$ cat config.mk
export PLATFORM = sky130hd
export DESIGN_NAME = multi_ch_timer
export DESIGN_NICKNAME = d
export VERILOG_FILES = /design/src/rtl/multi_ch_timer.sv
export SDC_FILE = /design/constraint.sdc
export NUM_CORES = 1
export LEC_CHECK = 0
export CAP_MARGIN = 20
export CORE_UTILIZATION = 49
export DETAILED_ROUTE_END_ITERATION = 8
export PLACE_DENSITY = 0.86
export SYNTH_ARGS = -nofsm -noshare
export SYNTH_HDL_FRONTEND = slang
export SYNTH_SLANG_ARGS = --single-unit
export TNS_END_PERCENT = 30
$ cat constraint.sdc
create_clock -name clk_i -period 2.31 [get_ports clk_i]
set_input_delay 0.231 -clock clk_i [delete_from_list [all_inputs] [get_ports clk_i]]
set_output_delay 0.231 -clock clk_i [all_outputs]
set_load 0.03 [all_outputs]
$ cat src/rtl/multi_ch_timer.sv
// Multi-channel down-counting timer with a shared prescaler.
// Each channel is one-shot or periodic, with a tick pulse and a sticky irq.
module multi_ch_timer #(
    parameter int N_CH        = 4,
    parameter int CNT_WIDTH   = 8,
    parameter int PRESC_WIDTH = 8
) (
    input  logic                      clk_i,
    input  logic                      rst_i,
    input  logic [PRESC_WIDTH-1:0]    presc_i,
    input  logic                      wr_en_i,
    input  logic [((N_CH > 1) ? $clog2(N_CH) : 1)-1:0] wr_ch_i,
    input  logic [CNT_WIDTH-1:0]      wr_data_i,
    input  logic [N_CH-1:0]           start_i,
    input  logic [N_CH-1:0]           stop_i,
    input  logic [N_CH-1:0]           mode_i,
    input  logic [N_CH-1:0]           irq_clr_i,
    output logic [N_CH-1:0]           busy_o,
    output logic [N_CH-1:0]           tick_o,
    output logic [N_CH-1:0]           irq_o,
    output logic [N_CH*CNT_WIDTH-1:0] cnt_o
);

    localparam int CH_W = (N_CH > 1) ? $clog2(N_CH) : 1;

    typedef enum logic {
        IDLE = 1'b0,
        RUN  = 1'b1
    } state_e;

    logic [PRESC_WIDTH-1:0] presc_cnt_q;
    logic [PRESC_WIDTH-1:0] presc_cnt_d;
    logic                   strobe;

    // >= rather than == so a lowered divide value never forces a full wrap
    assign strobe      = (presc_cnt_q >= presc_i);
    assign presc_cnt_d = strobe ? '0 : presc_cnt_q + PRESC_WIDTH'(1);

    always_ff @(posedge clk_i or posedge rst_i) begin
        if (rst_i) begin
            presc_cnt_q <= '0;
        end else begin
            presc_cnt_q <= presc_cnt_d;
        end
    end

    for (genvar k = 0; k < N_CH; k++) begin : g_ch
        state_e               state_q, state_d;
        logic [CNT_WIDTH-1:0] cnt_q, cnt_d;
        logic [CNT_WIDTH-1:0] reload_q, reload_d;
        logic                 mode_q, mode_d;
        logic                 tick_q, tick_d;
        logic                 irq_q, irq_d;
        logic                 wr_sel;

        assign wr_sel = wr_en_i && (wr_ch_i == CH_W'(k));

        always_comb begin
            state_d  = state_q;
            cnt_d    = cnt_q;
            mode_d   = mode_q;
            tick_d   = 1'b0;
            reload_d = wr_sel ? wr_data_i : reload_q;
            irq_d    = tick_q | (irq_q & ~irq_clr_i[k]);
            // stop beats start and expiry; start loads the pre-write reload
            if (stop_i[k]) begin
                state_d = IDLE;
            end else if (start_i[k]) begin
                state_d = RUN;
                cnt_d   = reload_q;
                mode_d  = mode_i[k];
            end else if (state_q == RUN && strobe) begin
                if (cnt_q != '0) begin
                    cnt_d = cnt_q - CNT_WIDTH'(1);
                end else begin
                    tick_d = 1'b1;
                    if (mode_q) begin
                        cnt_d = reload_q;
                    end else begin
                        state_d = IDLE;
                    end
                end
            end
        end

        always_ff @(posedge clk_i or posedge rst_i) begin
            if (rst_i) begin
                state_q  <= IDLE;
                cnt_q    <= '0;
                reload_q <= '0;
                mode_q   <= 1'b0;
                tick_q   <= 1'b0;
                irq_q    <= 1'b0;
            end else begin
                state_q  <= state_d;
                cnt_q    <= cnt_d;
                reload_q <= reload_d;
                mode_q   <= mode_d;
                tick_q   <= tick_d;
                irq_q    <= irq_d;
            end
        end

        assign busy_o[k] = (state_q == RUN);
        assign tick_o[k] = tick_q;
        assign irq_o[k]  = irq_q;
        assign cnt_o[k*CNT_WIDTH +: CNT_WIDTH] = cnt_q;
    end

endmodule

Yosys cells after proc, flatten, opt, wreduce, memory -nomap -nowiden --
Index checks and enable logic that the tools add are counted.
Storage, ports and cells: flip-flop bits (word level) 88, bits in latches 0, RAM bits 0, ROM bits 0, input bits 37, output and inout port bits 44, memories 0
Cells by class: add/sub/neg operators 5, $mul 0, div/mod/pow operators 0, order comparisons 1, equality and inequality tests 11, shifts and indexed selects 0, mux-type cells 53, bitwise operators 16, reduce and logical (&&, ||, !) cells 37
Operator list (number):
- $mux W8 | 17
- $mux W1 | 36
- $reduce_bool A8 Y1 | 4
- $sub A8 B1 Y8 const B | 4
- $ne A3 B3 Y1 const B | 8
- $reduce_and A3 Y1 | 8
- $reduce_bool A3 Y1 | 8
- $add A8 B1 Y8 const B | 1
- $ge A8 B8 Y1 | 1
- $logic_and A1 B1 Y1 | 8
- $not A1 Y1 | 8
- $reduce_and A2 Y1 | 4
- $reduce_bool A2 Y1 | 4
- $and A1 B1 Y1 | 4
- $eq A2 B2 Y1 const B | 2
- $or A1 B1 Y1 | 4
- $eq A2 B1 Y1 const B | 1
- $logic_not A2 Y1 | 1

Depth between registers and ports, before layout --
Gate-level depths: netlist of the first run.
depth in word-level cells 5, gate-level depth with buffers 9

Worst setup path after synthesis of the first run --
Ideal clock, no wire load.
path kind reg-to-reg, start register presc_cnt_q[0], end register g_ch[1].cnt_q[1], setup time 125 ps, arrival time 2213 ps, slack -28 ps, cell stages (with the launch flop) 8, clock period less this slack 2338 ps, cell sequence dfrtp_1 > inv_1 > ha_1 > nand2b_1 > a2111o_1 > a31o_2 > a21oi_2 > mux2_2
Between the ends: cells in the longest elaborated chain, start to end 4
RTL lines:
- start, declared | RTL line 31 | logic [PRESC_WIDTH-1:0] presc_cnt_q;
- start signal, assigned | RTL line 43 | presc_cnt_q <= presc_cnt_d;
- $ge A8 B8 Y1 | RTL line 36 | assign strobe = (presc_cnt_q >= presc_i);
- $logic_and A1 B1 Y1 | RTL line 72 | end else if (state_q == RUN && strobe) begin
- $reduce_bool A2 Y1 (no line)
- $reduce_and A3 Y1 (no line)
- end signal, assigned | RTL line 96 | cnt_q <= cnt_d;
- end, declared | RTL line 49 | logic [CNT_WIDTH-1:0] cnt_q, cnt_d;
Every way passes these cells. A chain may end at the register's enable or synchronous reset.

Worst setup path after layout of the first run --
start register presc_cnt_q[0], end register g_ch[0].cnt_q[4]
Between the ends: cells in the longest elaborated chain, start to end 4
RTL lines (RTL line):
- $ge A8 B8 Y1 | 36
- $logic_and A1 B1 Y1 | 72
- $reduce_bool A2 Y1 (no line)
- $reduce_and A3 Y1 (no line)
- end signal, assigned | 96
- end, declared | 49
Every way passes these cells.

==> results of run 1 <==
==> through the flow <==
step | hold WS [ns] | util
floorplan | 0.294 | -
global placement | 0.433 | 0.626
detailed placement | 0.442 | 0.626
CTS | 0.373 | 0.650
global route | 0.394 | 0.654
finish | 0.349 | 0.654
==> layer usage <==
metal / track usage / share of wire
met4: 0.108 / 0.014
met1: 0.333 / 0.43
met2: 0.409 / 0.49
met3: 0.0417 / 0.062
met5: 0 / 0
==> tightest hold or removal path, stage by stage <==
cell             delay [ns]
clkdlybuf4s50_1        0.44
clkinvlp_4             0.10
buf_12                 0.38
==> area by class of cell <==
class | count | area (sq um)
inverter | 36 | 139
fill | 791 | 3370
timing repair buffer | 128 | 1170
tap | 133 | 166
clock buffer | 10 | 138
sequential | 88 | 2200
multi-input combinational | 333 | 2450
clock inverter | 6 | 90.1
==> worst paths after layout <==
path                                               start                      endpoint  cells after the start
worst max-delay path            presc_cnt_q[0]$_DFF_PP0_  g_ch[0].cnt_q[4]$_DFFE_PP0P_                      9
worst min-delay path                               rst_i    g_ch[1].mode_q$_DFFE_PP0P_                      3
worst max register to register  presc_cnt_q[0]$_DFF_PP0_  g_ch[0].cnt_q[4]$_DFFE_PP0P_                      9
worst min register to register  g_ch[2].tick_q$_DFF_PP0_       g_ch[2].irq_q$_DFF_PP0_                      1
max in group asynchronous                          rst_i  g_ch[3].cnt_q[5]$_DFFE_PP0P_                      3
min in group clk_i                             mode_i[0]    g_ch[0].mode_q$_DFFE_PP0P_                      3
==> power by group <==
group	leakage (nW)	switching [mW]	total (mW)	internal, mW
logic	1.61	1.55	2.84	1.29
clock network	0.113	0.583	1.23	0.645
registers	1.07	0.401	2.33	1.93
==> cells in the mapped netlist (3+ instances only) <==
master / number
nor3_1: 11
a2bb2oi_1: 4
xor2_1: 5
o22ai_1: 6
clkbuf_1: 9
and3_1: 3
a211o_1: 3
mux2_2: 38
o21ai_0: 19
a21oi_1: 35
buf_4: 12
dfrtp_1: 88
a31oi_1: 6
nand3b_1: 3
nand4_1: 6
o2bb2a_1: 4
nand2b_1: 8
nand2_1: 24
mux2i_1: 4
o2bb2ai_1: 7
inv_1: 35
nor3b_1: 7
nor2_1: 35
a21o_1: 8
o31ai_1: 6
nor4_1: 9
o211ai_1: 5
mux2_4: 3
nand3_1: 14
ha_1: 17
a32oi_1: 3
==> state kept, by name, indices dropped and copies added (netlist names) <==
name,flops
g_ch.cnt_q,32
g_ch.irq_q,4
g_ch.mode_q,4
g_ch.reload_q,32
g_ch.state_q,4
g_ch.tick_q,4
presc_cnt_q,8
==> logic make-up (layout without fill, tap and decap cells) <==
logic type,count (synthesis),after routing,share of synthesized area
simple gates,139,139,0.152
compound gates,126,126,0.183
flops,88,88,0.450
buf+inv,59,180,0.0562
mux,45,45,0.105
fa+ha+maj,17,17,0.0434
xor+xnor,6,6,0.0107
==> timing repair <==
item	CTS	global route
resized for setup	0	9
hold buffers	0	0
setup endpoints to repair	0	18
buffers inserted	0	0
==> flow_summary.json, run 1 <==
{
  "crit_family": "compound AO/OA/AOI/OAI gates",
  "power_mw": 6.40,
  "finClkSkew_ns": 0.0117,
  "vias": 4340,
  "syn-num-nets": 534,
  "area_growth_pct": 29.8,
  "cts_tree": "yes",
  "first_global_vias": 4197,
  "die_w_microns": 102,
  "maxCapViolations": 0,
  "clk_pin_slew_ns": 0.10,
  "cp_max_fo": 5,
  "p_per_area_mw_per_mm2": 1010,
  "path_cells": "inv_1, ha_1, nand2b_1, a2111o_1, buf_4, a31oi_4, buf_4, nor4bb_1, o32a_1",
  "synth_top_area_cell": "dfrtp_1",
  "ys_async_sr_fraction": 1.00,
  "r2r_setup_slack_ns": 0.07,
  "slew_viol_final": 0,
  "ir_drop_mv": 0.623,
  "cts.sinks": 88,
  "cts-htree-levels": 3,
  "setup-violations-final": 0,
  "cp_common_cell": "buf_4",
  "core_area_sq_mm": 0.00973,
  "setup.worst_path.end_class": "register",
  "fin_crit_ns": 2.24,
  "port_buffers": 80,
  "layout_commonest_cell": "dfrtp_1",
  "finalNonFillerCells": 734,
  "cts_root_buf": "clkbuf_8",
  "synth_area_sq_mm": 0.00490,
  "worstMarginPinSlew_ns": 0.545,
  "antenna_cells": 0,
  "synth_edf_count": 0,
  "syn_area_per_cell_sq_um": 10.2,
  "clkLatencyLatePin_ns": 0.36,
  "vias_per_cell": 5.91,
  "placed_area_sq_mm": 0.00609,
  "drive_gt1_frac": 0.206,
  "status": "finished clean",
  "relSlewSlack": 0.632,
  "gr-total-overflow": 0,
  "gp_congestion": 0.924,
  "grt_max_degree": 89,
  "max_freq_ghz": 0.446,
  "wire_per_inst_microns": 17.5,
  "synth_top_flop_cell": "dfrtp_1",
  "std_cell_rows": 36,
  "io_pins": 81,
  "grt_usage": 0.251,
  "netlist.area_leader.share": 0.450,
  "final_area_sq_mm": 0.00636,
  "critPathKind": "register to register",
  "fin_tns_setup_ns": 0,
  "die-area_sq_mm": 0.0104,
  "ys_seq_area_frac": 0.450,
  "grt_antenna_before_repair": 0,
  "drt_iter0_markers": 177,
  "hold_violations": 0,
  "syn_inst": 480,
  "dp.cells": 717,
  "critPathBufInv": 3,
  "synth-seq-cells": 88,
  "wirelength_microns": 12900,
  "required_ns": 2.57,
  "p_leak_nw": 2.79,
  "start_util": 0.503,
  "yosys_warnings": 0,
  "fin_crit_sh": 0.971,
  "hpwl_microns": 9230,
  "hp-class": "input pin to async pin",
  "drcViolationCount": 0,
  "final_cell_mix": "dfrtp_1, clkdlybuf4s50_1, buf_4",
  "post_synth_num_cell_types": 64,
  "clockBufferDepth": 2,
  "cp_slowest_cell": "dfrtp_1",
  "die_h_microns": 102,
  "cts_inserted_buffers": 9,
  "cpPeakStageDelay_ns": 0.39,
  "postRouteAntennaNets": 0,
  "grt_pass1_wl_microns": 20000,
  "final_nets": 650,
  "netlist_top_cells_area": "dfrtp_1, mux2_2, ha_1",
  "setup_ws_ns": 0.0676,
  "firstDrtPassIters": 4,
  "pre_cts_slack_ns": -0.207,
  "arrival_ns": 2.50,
  "start_kind": "register"
}
No activity file was read; power rests on OpenSTA's default activity.
==> run 2, diff against run 1 <==
- CTS_CLUSTER_SIZE: unset -> 14
==> results of run 2 <==
Same layout as run 1: the final DEF is identical, and so are final timing and power.
==> edit 1: new RTL, config.mk and constraints of run 2 <==
Set the parameter `N_CH` to 2 (it was 4).
--- a/src/rtl/multi_ch_timer.sv
+++ b/src/rtl/multi_ch_timer.sv
@@ -3,3 +3,3 @@
 module multi_ch_timer #(
-    parameter int N_CH        = 4,
+    parameter int N_CH        = 2,
     parameter int CNT_WIDTH   = 8,
Interface: changed (9 resized); port bits go from 81 to 50. No check against the original RTL was run, so the function may have changed too.
==> edit 1 against run 2 <==
Design area fell by 44%. Sequential cell count shrank 40. Clock power decreased by 40%. Worst hold slack worse by 220 ps. Routed wire length down 49%. Setup slack better by 25 ps. Die area decreased by 44%. Area after synthesis shrank 44%. Power down 46%. Critical path type unchanged. Largest cell class unchanged.
==> edit 1: results <==
[route]
wl_per_cell_um = 15.8
drt_wl_total_um = 6520
drt-initial-drc-count = 117
met2_wirelength_um = 3200
wl_met1_um = 2840
avgViaCountPerCell = 5.74
wl_met3_um = 419

[yosys]
syn_nets = 315
ys_seq_elements = 48
yosysSeqAreaShare_pct = 44.1

[placement]
io_buffers = 49
hpwl_um = 4780
gp_congestion = 0.938

[layout]
num-nonclk-inverters = 20
nClkBuffers = 5
drive_gt1_share_pct = 19.0
seq_area_share_pct = 33.7
clock_area_share_pct = 3.86
n_fill_cell = 388
multi_input_gates = 194
buffer_area_share_pct = 19.0
reg.largest.list = "g_ch.cnt_q: 16 flops, g_ch.reload_q: 16 flops, presc_cnt_q: 8 flops"
n_all_buffers = 72
final_nets = 382

[clock_tree]
cts_max_level = 2

[global_route]
grt_use_met2_pct = 40.2
grt_pass1_vias = 2306
use_met1_pct = 29.6
grt_pass1_wl_um = 10900
grt_max_degree = 25

[worst_setup_path]
worstPathArrival_ps = 2420
r2r_cells = 7
crit_fanout = 4
crit_slowest_cell = "a2111o_1"

[power]
p_int_mw = 2.17
power_leakage_nw = 1.58

[sta]
clock_skew_ps = 6.04

[status]
status = "finished clean"
[edit 1: final timing paths]
check	start	end	slack (ps)
max reg2reg	presc_cnt_q[0]	g_ch[1].cnt_q[1]	90
max in group asynchronous	rst_i	g_ch[0].cnt_q[2]	1630
min reg2reg	g_ch[0].tick_q	g_ch[0].irq_q	470
max	presc_cnt_q[0]	g_ch[1].cnt_q[1]	90
min in group clk_i	mode_i[0]	g_ch[0].mode_q	460
min	rst_i	g_ch[1].cnt_q[2]	130
[edit 1: power by group through the flow]
| stage | Sequential [mW] | Combinational [mW] | Clock, mW |
|---|---|---|---|
| after floorplan | 1.40 | 0.725 | 0 |
| after global placement | 1.26 | 1.41 | 0 |
| after detailed placement | 1.27 | 1.44 | 0 |
| after CTS | 1.26 | 1.46 | 0.748 |
| after global routing | 1.29 | 1.63 | 0.777 |
| final | 1.26 | 1.49 | 0.739 |
[edit 1: cell families after synthesis]
family	Yosys count	synth area share, %
flops	48	44.1
compound gates	67	17.5
buf+inv	32	5.65
simple gates	87	16.2
mux	21	8.73
xor+xnor	6	1.93
fa+ha+maj	13	5.97
[edit 1: worst register-to-register path: stages, from the launching register on]
cell      delay, ps
dfrtp_1         360
inv_1            50
ha_1            280
nand2b_1        140
a2111o_1        380
a211o_1         380
a21boi_4        180
mux2_2          340
[edit 1: through the flow]
step / worst slack (ps) / util, % / setup TNS, ps / power, mW / instance area (um2)
finish: 92.6 / 68.1 / 0 / 3.49 / 3560
global route: 0.0970 / 68.1 / 0 / 3.70 / 3560
CTS: 74.4 / 67.7 / 0 / 3.47 / 3550
detailed placement: -192 / 65.1 / -2440 / 2.72 / 3410
global placement: -117 / 65.1 / -1050 / 2.67 / 3410
floorplan: 2.22 / - / 0 / 2.12 / 2720
==> edit 2: new RTL, config.mk and constraints of run 2 <==
Without the edit above. Reset style: synchronous (`rst_i`), changed in 2 clocked blocks.
--- a/src/rtl/multi_ch_timer.sv
+++ b/src/rtl/multi_ch_timer.sv
@@ -38,3 +38,3 @@
 
-    always_ff @(posedge clk_i or posedge rst_i) begin
+    always_ff @(posedge clk_i) begin
         if (rst_i) begin
@@ -85,3 +85,3 @@
 
-        always_ff @(posedge clk_i or posedge rst_i) begin
+        always_ff @(posedge clk_i) begin
             if (rst_i) begin
Formal check against the unedited RTL: differs if rst_i is asserted again (counterexample within 4 cycles, from zero or initial values and one cycle with rst_i high); with rst_i held inactive, the same outputs for 4 cycles.
==> edit 2 against run 2 <==
Via count up 10%. Utilization grew 0.15 points. Maximum frequency rose by 3.0%. Critical path depth shrank 2. Final cell count increased by 8.3%. Setup slack improved by 66 ps. Routed wire length rose by 3.2%. Synthesized cell count up 18%. Design area shrank 3.0%. First-iteration DRC count increased by 50%. Area after synthesis is 0.95% lower. Sequential cell count did not move. Global-route usage rose by 1.9 points. Largest cell class unchanged.
Power is not compared: it rests on default switching activity, and its combinational part moved more than twofold at a synthesized area within 25%.
==> edit 2: results <==
[status]
status = "finished clean"

[min_path]
hold-path-endpoint = "g_ch[3].reload_q[2]"
hp-start = "rst_i"
min_path_cells = 2
min_path_type = "in2reg"

[worst_setup_path]
crit_slowest_cell = "a2111o_1"
crit_start = "presc_cnt_q[2]"
critPathTopFamily = "compound AO/OA/AOI/OAI gates"
crit_fanout = 5
critPathMaxStageDelay_ps = 460
r2r_end = "g_ch[0].cnt_q[4]"
r2r_cells = 7
r2r_slack_ps = 130

[placement]
io_buffers = 80
hpwl_um = 9830
dpl.cell_count = 779
gp_congestion = 0.953
pre_cts_ws_ps = -224
place_area_um2 = 5930

[yosys]
syn_nets = 620
synth_common_cells = "dfxtp_1 (88), nor2_1 (70), mux2i_1 (37), a21oi_1 (35), inv_1 (33)"
yosysWarnings = 0
synth_cell_types = 66
syn_avg_cell_area_um2 = 8.57
async_flop_share_pct = 0
netlist_top_cells_area = "dfxtp_1 (36%), mux2i_1 (7.6%), nor2_1 (5.4%)"
yosysSeqAreaShare_pct = 36.3

[layout]
n_fill_cell = 771
final_nets = 715
antenna_cells = 0
reg.largest.list = "g_ch.cnt_q: 32 flops, g_ch.reload_q: 32 flops, presc_cnt_q: 8 flops"
finalNonFillerCells = 795
drive_gt1_share_pct = 12.5
final_area_um2 = 6170

[clock_tree]
postCtsSetupBuffers = 0
cts_buffer_depth = 2
path_clk_slew_ps = 100
post_cts_resized = 0
cts_buffers = 9
cts_max_level = 3
insertion_delay_ps = 370
cts_root_buf = "clkbuf_8"

[sta]
max_slew_margin_pct = 61.4
hold_ws_ps = 281
clock_skew_ps = 16.5

[route]
drt-initial-drc-count = 266
drt_wl_total_um = 13300
drt_pass1_iterations = 5
avgViaCountPerCell = 6.02

[global_route]
antenna_found_initial = 0
grt_pass1_vias = 4515
grt-ovfl-total = 0
grt_use_total_pct = 27.1
grt_max_degree = 61
grt_pass1_wl_um = 21800

[power]
power_leakage_nw = 2.44
switching_power_mw = 0.892
swShare_pct = 27.5
clockPowerShare_pct = 34.6
ir_drop_v = 0.000358
==> edit 2: changes by cell type in the layout (fill, tap and decap cells not counted), sizes merged, moves of 7 or more <==
cell / before / now
dfrtp: 88 / 0
dfxtp: 0 / 88
mux2: 41 / 1
nor2: 36 / 72
mux2i: 4 / 37
o311ai: 0 / 12
o31ai: 6 / 17
o32ai: 0 / 9
a211oi: 0 / 7
nor3: 11 / 18
==> edit 2: worst reg2reg max path, cell delays in order (launching register included) <==
cell      delay, ps
dfxtp_1         420
ha_1            290
a211oi_2        260
o21ai_4         110
buf_4           180
a2111o_1        470
nand3_1         210
o32ai_1         120
==> edit 2: worst max path at each step <==
stage               slack, ps               end  cells past startpoint
floorplan                  10  g_ch[2].cnt_q[5]                      9
global placement         -180  g_ch[3].cnt_q[5]                      9
detailed placement       -220  g_ch[1].cnt_q[5]                      9
CTS                        70  g_ch[1].cnt_q[1]                      7
global route             -0.1  g_ch[2].cnt_q[2]                      7
finish                    130  g_ch[0].cnt_q[4]                      7
==> edit 2: area by class of cell <==
class	count	share of cell area [%]
Clock inverter	4	0.852
Clock buffer	12	2.52
Multi-Input combinational cell	403	44.8
Timing Repair Buffer	125	18.6
Inverter	34	2.07
Tap cell	129	2.62
Sequential cell	88	28.6
==> edit 2: cells by family after synthesis <==
group                    synth area share, %
flip-flops                              36.3
adder cells (fa/ha/maj)                 4.38
AND/OR/NAND/NOR                         20.7
XOR/XNOR                                1.08
AO/OA/AOI/OAI                           22.4
multiplexers                            7.87
buffers and inverters                   7.25
==> edit 2: layer usage <==
layer | routed length (um) | up-vias | GRT usage [%]
met5 | 0 | - | 0
met4 | 292 | 0 | 12.5
met3 | 897 | 30 | 4.49
met2 | 6350 | 220 | 44.8
met1 | 5740 | 2254 | 34.6
li1 | - | 2279 | -
